## src/rtl/serial_io_bus_decoder_pkg.sv

```systemverilog
// Shared types and constants for the serial IO bus decoder.
// Optional unmapped-access error path: SERIAL_IO_UNMAPPED_ERR_EN.
package serial_io_pkg;

    localparam int          CNT_W            = 4;
    localparam int          UART_BLOCK_BYTES = 16;
    localparam logic [15:0] IO_WINDOW        = 16'hFF21;

    typedef enum logic [2:0] {
        IDLE,
        SETUP,
        STROBE,
        HOLD,
        DONE
`ifdef SERIAL_IO_UNMAPPED_ERR_EN
        , ERR
`endif
    } state_e;

    // A phase of N cycles loads N-1 so the timer reaches zero on its last cycle.
    function automatic logic [CNT_W-1:0] phase_load(input int cycles);
        return (cycles > 0) ? CNT_W'(cycles - 1) : '0;
    endfunction

endpackage

```

## src/rtl/serial_io_bus_decoder_if.sv

```systemverilog
// Bridge-side request signals and UART-side enables/strobes of the decoder.
// Error_H exists only when SERIAL_IO_UNMAPPED_ERR_EN is defined.
interface serial_io_bus_decoder_if #(
    parameter int NUM_CHANNELS = 3
);
    // Handshake: a request is presented while IOSelect_H and exactly one of
    // Read_H/Write_H are high; WaitRequest_H high means the request is held
    // off, and the access is complete in the single cycle Ack_H is high.
    logic [15:0]             Address;
    logic                    IOSelect_H;
    logic                    ByteSelect_L;
    logic                    Read_H;
    logic                    Write_H;
    logic [NUM_CHANNELS-1:0] Port_Enable;
    logic                    Port_Read_L;
    logic                    Port_Write_L;
    logic                    WaitRequest_H;
    logic                    Ack_H;
`ifdef SERIAL_IO_UNMAPPED_ERR_EN
    logic                    Error_H;
`endif

    modport master (
        output Address, IOSelect_H, ByteSelect_L, Read_H, Write_H,
        input  Port_Enable, Port_Read_L, Port_Write_L, WaitRequest_H, Ack_H
`ifdef SERIAL_IO_UNMAPPED_ERR_EN
        , input Error_H
`endif
    );

    modport slave (
        input  Address, IOSelect_H, ByteSelect_L, Read_H, Write_H,
        output Port_Enable, Port_Read_L, Port_Write_L, WaitRequest_H, Ack_H
`ifdef SERIAL_IO_UNMAPPED_ERR_EN
        , output Error_H
`endif
    );

endinterface

```

## src/rtl/serial_io_bus_decoder_phase_timer.sv

```systemverilog
// Loadable down-counter timing the SETUP, STROBE and HOLD phases.
module serial_io_phase_timer
    import serial_io_pkg::*;
(
    input  logic             Clk,
    input  logic             Reset_L,
    input  logic             load,
    input  logic [CNT_W-1:0] load_val,
    output logic             done
);

    logic [CNT_W-1:0] cnt_q;

    always_ff @(posedge Clk or negedge Reset_L) begin
        if (!Reset_L) begin
            cnt_q <= '0;
        end else if (load) begin
            cnt_q <= load_val;
        end else if (cnt_q != '0) begin
            cnt_q <= cnt_q - 1'b1;
        end
    end

    assign done = (cnt_q == '0);

endmodule

```

## src/rtl/serial_io_bus_decoder.sv

```systemverilog
// Decodes the IO window into per-UART chip enables with timed read/write strobes.
// Define SERIAL_IO_UNMAPPED_ERR_EN to answer unmapped requests with Error_H+Ack_H.
module serial_io_bus_decoder
    import serial_io_pkg::*;
#(
    parameter int          NUM_CHANNELS  = 3,
    parameter logic [11:0] BASE_BLOCK    = 12'h020,
    parameter int          SETUP_CYCLES  = 1,
    parameter int          STROBE_CYCLES = 2,
    parameter int          HOLD_CYCLES   = 1
) (
    input  logic                    Clk,
    input  logic                    Reset_L,
    serial_io_bus_decoder_if.slave  bus,
    output state_e                  dbg_state_o
);

    localparam int               CH_W      = (NUM_CHANNELS > 1) ? $clog2(NUM_CHANNELS) : 1;
    localparam logic [CNT_W-1:0] SETUP_LD  = phase_load(SETUP_CYCLES);
    localparam logic [CNT_W-1:0] STROBE_LD = phase_load(STROBE_CYCLES);
    localparam logic [CNT_W-1:0] HOLD_LD   = phase_load(HOLD_CYCLES);

    state_e                  state_q, state_d;
    logic [CH_W-1:0]         chan_q, chan_d;
    logic                    wr_q, wr_d;
    logic [NUM_CHANNELS-1:0] en_q, en_d;
    logic                    rd_l_q, wr_l_q;
    logic                    load;
    logic [CNT_W-1:0]        load_val;
    logic                    phase_done;
    logic                    wait_req;
    logic [11:0]             blk_idx;
    logic                    req_valid, hit;
    logic                    unused_addr_lo;

    // Below-base blocks wrap to large unsigned indices and fall out of range.
    assign blk_idx        = bus.Address[15:4] - BASE_BLOCK;
    assign unused_addr_lo = ^bus.Address[3:0];
    assign req_valid      = bus.IOSelect_H & (bus.Read_H ^ bus.Write_H);
    assign hit            = req_valid & ~bus.ByteSelect_L & (blk_idx < 12'(NUM_CHANNELS));

`ifdef SERIAL_IO_UNMAPPED_ERR_EN
    logic err_q, err_d;
`endif

    serial_io_phase_timer u_timer (
        .Clk      (Clk),
        .Reset_L  (Reset_L),
        .load     (load),
        .load_val (load_val),
        .done     (phase_done)
    );

    always_comb begin
        state_d  = state_q;
        chan_d   = chan_q;
        wr_d     = wr_q;
        load     = 1'b0;
        load_val = '0;
        wait_req = 1'b0;
`ifdef SERIAL_IO_UNMAPPED_ERR_EN
        err_d    = err_q;
`endif
        case (state_q)
            IDLE: begin
                if (hit) begin
                    chan_d   = blk_idx[CH_W-1:0];
                    wr_d     = bus.Write_H;
                    wait_req = 1'b1;
                    load     = 1'b1;
`ifdef SERIAL_IO_UNMAPPED_ERR_EN
                    err_d    = 1'b0;
`endif
                    if (SETUP_CYCLES > 0) begin
                        state_d  = SETUP;
                        load_val = SETUP_LD;
                    end else begin
                        state_d  = STROBE;
                        load_val = STROBE_LD;
                    end
                end
`ifdef SERIAL_IO_UNMAPPED_ERR_EN
                else if (req_valid) begin
                    wait_req = 1'b1;
                    err_d    = 1'b1;
                    state_d  = ERR;
                end
`endif
            end
            SETUP: begin
                wait_req = 1'b1;
                if (phase_done) begin
                    state_d  = STROBE;
                    load     = 1'b1;
                    load_val = STROBE_LD;
                end
            end
            STROBE: begin
                wait_req = 1'b1;
                if (phase_done) begin
                    if (HOLD_CYCLES > 0) begin
                        state_d  = HOLD;
                        load     = 1'b1;
                        load_val = HOLD_LD;
                    end else begin
                        state_d  = DONE;
                    end
                end
            end
            HOLD: begin
                wait_req = 1'b1;
                if (phase_done) state_d = DONE;
            end
`ifdef SERIAL_IO_UNMAPPED_ERR_EN
            ERR: begin
                wait_req = 1'b1;
                state_d  = DONE;
            end
`endif
            default: state_d = IDLE;
        endcase
    end

    // Enables and strobes are registered from the next state so they leave the flops clean.
    always_comb begin
        en_d = '0;
        if (state_d == SETUP || state_d == STROBE || state_d == HOLD) begin
            en_d = NUM_CHANNELS'(1) << chan_d;
        end
    end

    always_ff @(posedge Clk or negedge Reset_L) begin
        if (!Reset_L) begin
            state_q <= IDLE;
            chan_q  <= '0;
            wr_q    <= 1'b0;
            en_q    <= '0;
            rd_l_q  <= 1'b1;
            wr_l_q  <= 1'b1;
        end else begin
            state_q <= state_d;
            chan_q  <= chan_d;
            wr_q    <= wr_d;
            en_q    <= en_d;
            rd_l_q  <= !(state_d == STROBE && !wr_d);
            wr_l_q  <= !(state_d == STROBE && wr_d);
        end
    end

`ifdef SERIAL_IO_UNMAPPED_ERR_EN
    always_ff @(posedge Clk or negedge Reset_L) begin
        if (!Reset_L) err_q <= 1'b0;
        else          err_q <= err_d;
    end
    assign bus.Error_H = (state_q == DONE) && err_q;
`endif

    assign bus.Port_Enable   = en_q;
    assign bus.Port_Read_L   = rd_l_q;
    assign bus.Port_Write_L  = wr_l_q;
    assign bus.WaitRequest_H = wait_req;
    assign bus.Ack_H         = (state_q == DONE);
    assign dbg_state_o       = state_q;

endmodule

```

## src/flat_wrapper.sv

```systemverilog
// flat-port wrapper written by rule: the top's interface ports become plain ports
module serial_io_bus_decoder_flat import serial_io_pkg::*;
#(
    parameter int          NUM_CHANNELS  = 3,
    parameter logic [11:0] BASE_BLOCK    = 12'h020,
    parameter int          SETUP_CYCLES  = 1,
    parameter int          STROBE_CYCLES = 2,
    parameter int          HOLD_CYCLES   = 1
)
  (Clk, Reset_L, dbg_state_o, bus_Address, bus_IOSelect_H, bus_ByteSelect_L, bus_Read_H, bus_Write_H, bus_Port_Enable, bus_Port_Read_L, bus_Port_Write_L, bus_WaitRequest_H, bus_Ack_H);
  serial_io_bus_decoder_if #(.NUM_CHANNELS(NUM_CHANNELS)) bus_i ();
  input  logic Clk;
  input  logic Reset_L;
  output state_e dbg_state_o;
  input wire logic [$bits(bus_i.Address)-1:0] bus_Address;
  input wire logic [$bits(bus_i.IOSelect_H)-1:0] bus_IOSelect_H;
  input wire logic [$bits(bus_i.ByteSelect_L)-1:0] bus_ByteSelect_L;
  input wire logic [$bits(bus_i.Read_H)-1:0] bus_Read_H;
  input wire logic [$bits(bus_i.Write_H)-1:0] bus_Write_H;
  output wire logic [$bits(bus_i.Port_Enable)-1:0] bus_Port_Enable;
  output wire logic [$bits(bus_i.Port_Read_L)-1:0] bus_Port_Read_L;
  output wire logic [$bits(bus_i.Port_Write_L)-1:0] bus_Port_Write_L;
  output wire logic [$bits(bus_i.WaitRequest_H)-1:0] bus_WaitRequest_H;
  output wire logic [$bits(bus_i.Ack_H)-1:0] bus_Ack_H;
  assign bus_i.Address = bus_Address;
  assign bus_i.IOSelect_H = bus_IOSelect_H;
  assign bus_i.ByteSelect_L = bus_ByteSelect_L;
  assign bus_i.Read_H = bus_Read_H;
  assign bus_i.Write_H = bus_Write_H;
  assign bus_Port_Enable = bus_i.Port_Enable;
  assign bus_Port_Read_L = bus_i.Port_Read_L;
  assign bus_Port_Write_L = bus_i.Port_Write_L;
  assign bus_WaitRequest_H = bus_i.WaitRequest_H;
  assign bus_Ack_H = bus_i.Ack_H;
  serial_io_bus_decoder #(.NUM_CHANNELS(NUM_CHANNELS), .BASE_BLOCK(BASE_BLOCK), .SETUP_CYCLES(SETUP_CYCLES), .STROBE_CYCLES(STROBE_CYCLES), .HOLD_CYCLES(HOLD_CYCLES)) u_core (.Clk(Clk), .Reset_L(Reset_L), .bus(bus_i), .dbg_state_o(dbg_state_o));
endmodule
```

## config.mk

```make
export PLATFORM = sky130hd
export DESIGN_NAME = serial_io_bus_decoder_flat
export DESIGN_NICKNAME = d
export VERILOG_FILES = /design/src/rtl/serial_io_bus_decoder_pkg.sv /design/src/rtl/serial_io_bus_decoder_if.sv /design/src/rtl/serial_io_bus_decoder_phase_timer.sv /design/src/rtl/serial_io_bus_decoder.sv /design/src/flat_wrapper.sv
export SDC_FILE = /design/constraint.sdc
export NUM_CORES = 1
export LEC_CHECK = 0
export CAP_MARGIN = 10
export CORE_ASPECT_RATIO = 1.1
export CORE_UTILIZATION = 40
export CTS_BUF_LIST = sky130_fd_sc_hd__clkbuf_4 sky130_fd_sc_hd__clkbuf_8
export DETAILED_ROUTE_END_ITERATION = 6
export PLACE_DENSITY = 0.85
export SYNTH_ARGS = -nofsm -noshare
export SYNTH_HDL_FRONTEND = slang
export SYNTH_SLANG_ARGS = --single-unit
export TNS_END_PERCENT = 20
```

## constraint.sdc

```tcl
create_clock -name Clk -period 2.5 [get_ports Clk]
set_input_delay 0.5 -clock Clk [delete_from_list [all_inputs] [get_ports Clk]]
set_output_delay 0.5 -clock Clk [all_outputs]
set_load 0.02 [all_outputs]
```

### Word-level counts from Yosys, hierarchy flattened

Cells that the tools add are included.
W data, S select, Z words.

* muxes and demuxes: 18
* multipliers: 0
* divide/modulo/power cells: 0
* equal/unequal tests: 7
* shift operators: 1
* bitwise logic cells: 5
* reduce and logical (&&, ||, !) cells: 13
* $add $sub $neg: 2
* magnitude comparators: 1

Operator list (count)
* $mux W3: 5
* $eq A3 B2 Y1 const B: 4
* $lt A12 B2 Y1 const B: 1
* $mux W4: 3
* $pmux W3 S4: 1
* $sub A12 B6 Y12 const B: 1
* $eq A3 B1 Y1 const B: 2
* $mux W1: 5
* $logic_not A4 Y1: 1
* $mux W2: 2
* $pmux W1 S2: 2
* $reduce_bool A4 Y1: 1
* $sub A4 B1 Y4 const B: 1
* $and A1 B1 Y1: 3
* $eq A3 B3 Y1 const B: 1
* $logic_not A1 Y1: 3
* $logic_not A3 Y1: 1
* $reduce_or A3 Y1: 1
* $shl A1 B2 Y3 const A: 1
* $logic_and A1 B1 Y1: 2
* $logic_or A1 B1 Y1: 2
* $reduce_bool A2 Y1: 1
* $reduce_or A2 Y1: 1
* $not A1 Y1: 1
* $xor A1 B1 Y1: 1

* logic and storage cells: 54
* memories kept: 0
* output and inout port bits: 10
* bits in writable memories: 0
* ROM bits: 0
* bits in registers: 15
* latch bits: 0

### Longest topological paths before layout

* depth in word-level cells: 10
* mapped depth: 6
* gate-level depth less buffers: 6

### By module

From an unflattened synthesis, not the netlist that was laid out.

* cell total of the unflattened synthesis: 81
* area total of the unflattened synthesis: 883.3 um2

Modules (own cells, without submodules)
* serial_io_bus_decoder: cells each 59, seq. area each 277.8 um2, area each 649.4 um2, instances 1
* serial_io_phase_timer: cells each 22, seq. area each 100.1 um2, area each 234.0 um2, instances 1

### Worst setup path before layout

OpenSTA, ideal clock, no wires.

* path kind: input port to output port
* start: in bus_Address[8]
* end: out bus_WaitRequest_H
* data required time: 2.000 ns
* path buffers: 0
* cell stages on the path: 4
* setup slack: 0.316 ns
* data arrival time: 1.684 ns
* cell sequence: or4b_1 > nor3_1 > nand3_1 > a21oi_1

* cells in the longest elaborated chain, start to end: 5

RTL lines
* start: declaration: line flat_wrapper.sv:15 `input wire logic [$bits(bus_i.Address)-1:0] bus_Address;`
* $sub A12 B6 Y12: line serial_io_bus_decoder.sv:37 `assign blk_idx = bus.Address[15:4] - BASE_BLOCK;`
* $lt A12 B2 Y1: line serial_io_bus_decoder.sv:40 `assign hit = req_valid & ~bus.ByteSelect_L & (blk_idx < 12'(NUM_CHANNELS));`
* $and A1 B1 Y1: line serial_io_bus_decoder.sv:40
* $mux W1: line serial_io_bus_decoder.sv:66 `if (hit) begin`
* $pmux W1 S2: line serial_io_bus_decoder.sv:64 `case (state_q)`
* end: declaration: line flat_wrapper.sv:23 `output wire logic [$bits(bus_i.WaitRequest_H)-1:0] bus_WaitRequest_H;`

Every way passes these cells.

### Worst setup path in the final report

* start: in bus_Address[6]
* end: out bus_WaitRequest_H

Same word-level chain as after synthesis.

==> impl_metrics.json <==
{
  "slew_headroom_pct": 49.6,
  "grt_max_degree": 16,
  "cpMaxStageDelayCell": "or4b_4",
  "via_per_inst": 5.22,
  "wl_met1_um": 862,
  "antenna_found_initial": 0,
  "critPathKind": "in2out",
  "finalPower_mw": 0.983,
  "synth_mux_area_share_pct": 3.76,
  "initial_core_util_pct": 43.5,
  "die-area_mm2": 0.00244,
  "fin_crit_ps": 2410,
  "hold_path_class": "reg2reg",
  "crit_end": "bus_WaitRequest_H",
  "fin_util_pct": 65.7,
  "period_share_pct": 96.4,
  "wire_per_inst_um": 13.0,
  "maxUsedRoutingLayer": "met4",
  "critPathBufInv": 2,
  "synthAdderAreaFrac_pct": 2.79,
  "critPathTopFamily": "simple AND/OR/NAND/NOR gates",
  "cts_buffers": 3,
  "yosys.area.top_type": "dfrtp_1",
  "syn-instance-count": 93,
  "synth_area_leaders": "dfrtp_1 (36%), dfstp_2 (5.8%), mux2_2 (3.8%), nand2b_1 (3.5%), nor3_1 (3.3%)",
  "ant_nets": 0,
  "yosysSeqAreaShare_pct": 42.1,
  "regToRegEndpoint": "u_core.bus.Port_Enable[0]$_DFF_PN0_",
  "drive_gt1_share_pct": 24.6,
  "hold_violations": 0,
  "synthesis.area_um2": 898,
  "synthXorXnorAreaFrac_pct": 3.90,
  "crit_start": "bus_Address[6]",
  "rr_worst_depth": 6,
  "wl_met2_mm": 1.10,
  "synth_top_family_by_area": "simple AND/OR/NAND/NOR gates",
  "powerDensity_mw_per_mm2": 726,
  "track_usage_pct": 19.2,
  "dr_total_vias": 846,
  "dp_hpwl_mm": 1.59,
  "start_kind": "input port",
  "clkSinkCount": 15,
  "ff2ff_setup_slack_ps": 380,
  "cts_tree": "yes",
  "routabilityCongestion": 0.716,
  "n_antenna_cell": 0,
  "synth_compound_area_share_pct": 12.5,
  "slew_viol_final": 0,
  "maxCapViolations": 0,
  "insertion_delay_ps": 290,
  "avgSynthCellArea_um2": 9.66,
  "crit_fanout": 2,
  "cpPeakStageDelay_ps": 560,
  "async_flop_share_pct": 100,
  "cp_num_cells": 6,
  "grt-ovfl-total": 0,
  "grt_pass1_wl_mm": 3.25,
  "synthSimpleGateAreaFrac_pct": 30.4,
  "vdd_drop_max_v": 0.000396,
  "firstDrtPassIters": 4,
  "die_w_um": 47.2,
  "drt_iter0_drc": 12,
  "ios": 32,
  "synthesis.nets": 117,
  "worst_slew_pin_slew_ps": 738,
  "p_leak_nw": 0.616,
  "synth_edf_count": 0,
  "max_freq_ghz": 0.415,
  "hold_ws_ps": 415,
  "ys_warn_count": 0,
  "end_kind": "primary output",
  "met3_wirelength_um": 90,
  "clk_pin_slew_ps": 90,
  "worstPathArrival_ps": 1910,
  "status": "completed",
  "fin_worst_skew_ps": 6.89,
  "die_h_um": 51.7,
  "r2r-start": "u_core.u_timer.cnt_q[0]$_DFFE_PN0P_",
  "core_mm2": 0.00206,
  "yosys_most_used_dff": "dfrtp_1",
  "rsz0062_at_grt": "no",
  "setup_viol_count_final": 0,
  "synthDistinctLibCells": 37,
  "worstPathCellList": "dlygate4sd2_1 > or4b_4 > nor3_4 > nand3_1 > a21oi_1 > buf_2",
  "clockBufferDepth": 2,
  "htree_levels": 1,
  "wirelength_mm": 2.10,
  "ys_ff_latch": 15,
  "syn_to_final_growth_pct": 50.8,
  "drc": 0,
  "clockRootBuffer": "clkbuf_4",
  "io_buffers": 27,
  "yosysTopAreaCellShare_pct": 36.2,
  "final_net_count": 159,
  "first_global_vias": 792,
  "cp.required_ps": 2000,
  "num_rows": 17
}
## metal layers
metal  track usage [%]  vias to the layer above
met3              2.08                        5
met2              34.5                       30
met4              10.5                        0
met5                 0                        -
met1              20.9                      394
li1                  -                      417
## final cells by class
| type | count | area [µm²] |
|---|---|---|
| multi-input cells | 67 | 515 |
| inverters | 8 | 30.0 |
| clock buffers | 4 | 30.0 |
| fillers | 181 | 708 |
| flip-flops and latches | 15 | 378 |
| repair buffers | 40 | 367 |
| well taps | 28 | 35.0 |
## kinds of logic (layout without fill, tap and decap cells)
| kind of cell | Yosys count | count (layout) |
|---|---|---|
| AND/OR/NAND/NOR | 41 | 41 |
| AO/OA/AOI/OAI | 17 | 17 |
| flip-flops | 15 | 15 |
| buffers and inverters | 11 | 52 |
| XOR/XNOR | 4 | 4 |
| multiplexers | 3 | 3 |
| adder cells (fa/ha/maj) | 2 | 2 |
## stage by stage
stage / worst slack [ps] / TNS, ps / instance area, µm² / instances
final: 90.0 / 0 / 1360 / 162
after global routing: 25.7 / 0 / 1360 / 162
after CTS: 10.9 / 0 / 1330 / 161
after detailed placement: -567 / -2240 / 1270 / 156
after global placement: -506 / -1880 / 1270 / 156
after floorplan: 316 / 0 / 898 / 93
## registers in the layout (all words and copies together), names as in the netlist
name / flops
u_core.bus.Port_Enable: 3
u_core.bus.Port_Read_L: 1
u_core.u_timer.cnt_q: 4
u_core.wr_q: 1
u_core.bus.Port_Write_L: 1
u_core.dbg_state_o: 3
u_core.chan_q: 2
## how the worst min path moves through the flow
| stage | startpoint | endpoint | slack, ps | depth (start not counted) |
|---|---|---|---|---|
| floorplan | Reset_L | u_core.bus.Port_Enable[0]$_DFF_PN0_ | 200 | 0 |
| global placement | u_core.wr_q$_DFF_PN0_ | u_core.bus.Port_Write_L$_DFF_PN1_ | 400 | 1 |
| detailed placement | u_core.wr_q$_DFF_PN0_ | u_core.bus.Port_Write_L$_DFF_PN1_ | 410 | 1 |
| CTS | u_core.wr_q$_DFF_PN0_ | u_core.bus.Port_Write_L$_DFF_PN1_ | 420 | 1 |
| global route | u_core.wr_q$_DFF_PN0_ | u_core.bus.Port_Write_L$_DFF_PN1_ | 450 | 1 |
| finish | u_core.wr_q$_DFF_PN0_ | u_core.bus.Port_Write_L$_DFF_PN1_ | 410 | 1 |
## report_power, final
group / internal [mW] / switching [mW] / leakage, nW
Combinational: 0.232 / 0.236 / 0.406
Clock: 0.0729 / 0.0757 / 0.0184
Sequential: 0.305 / 0.0616 / 0.191
## what timing repair did
action                     in CTS  in global routing
pin swaps                       4                  4
setup buffers                   1                  1
setup endpoints to repair       1                  2
gates resized for setup        12                  5
hold buffers                    0                  0
## Yosys cell counts, drive strengths merged (3+ instances only)
| cell type | n |
|---|---|
| dfrtp | 13 |
| clkbuf | 3 |
| nand2b | 5 |
| mux2 | 3 |
| a21oi | 5 |
| xnor2 | 3 |
| inv | 8 |
| nand2 | 7 |
| nor3 | 6 |
| nor2 | 4 |
| o21ai | 4 |
## cell usage in the layout (no fill, tap or decap), types with 2 or more instances in the layout
master / count
clkdlybuf4s50_1: 20
buf_4: 13
dfrtp_1: 13
inv_1: 8
nand2_1: 7
a21oi_1: 5
nand2b_1: 5
nor2_1: 4
nor3_1: 4
o21ai_0: 4
clkbuf_4: 4
xnor2_1: 3
mux2_2: 3
dlygate4sd2_1: 3
dlymetal6s2s_1: 3
nand3b_1: 2
and2_1: 2
and3_1: 2
dfstp_2: 2
Note: power is estimated with default switching activity, not from simulation.
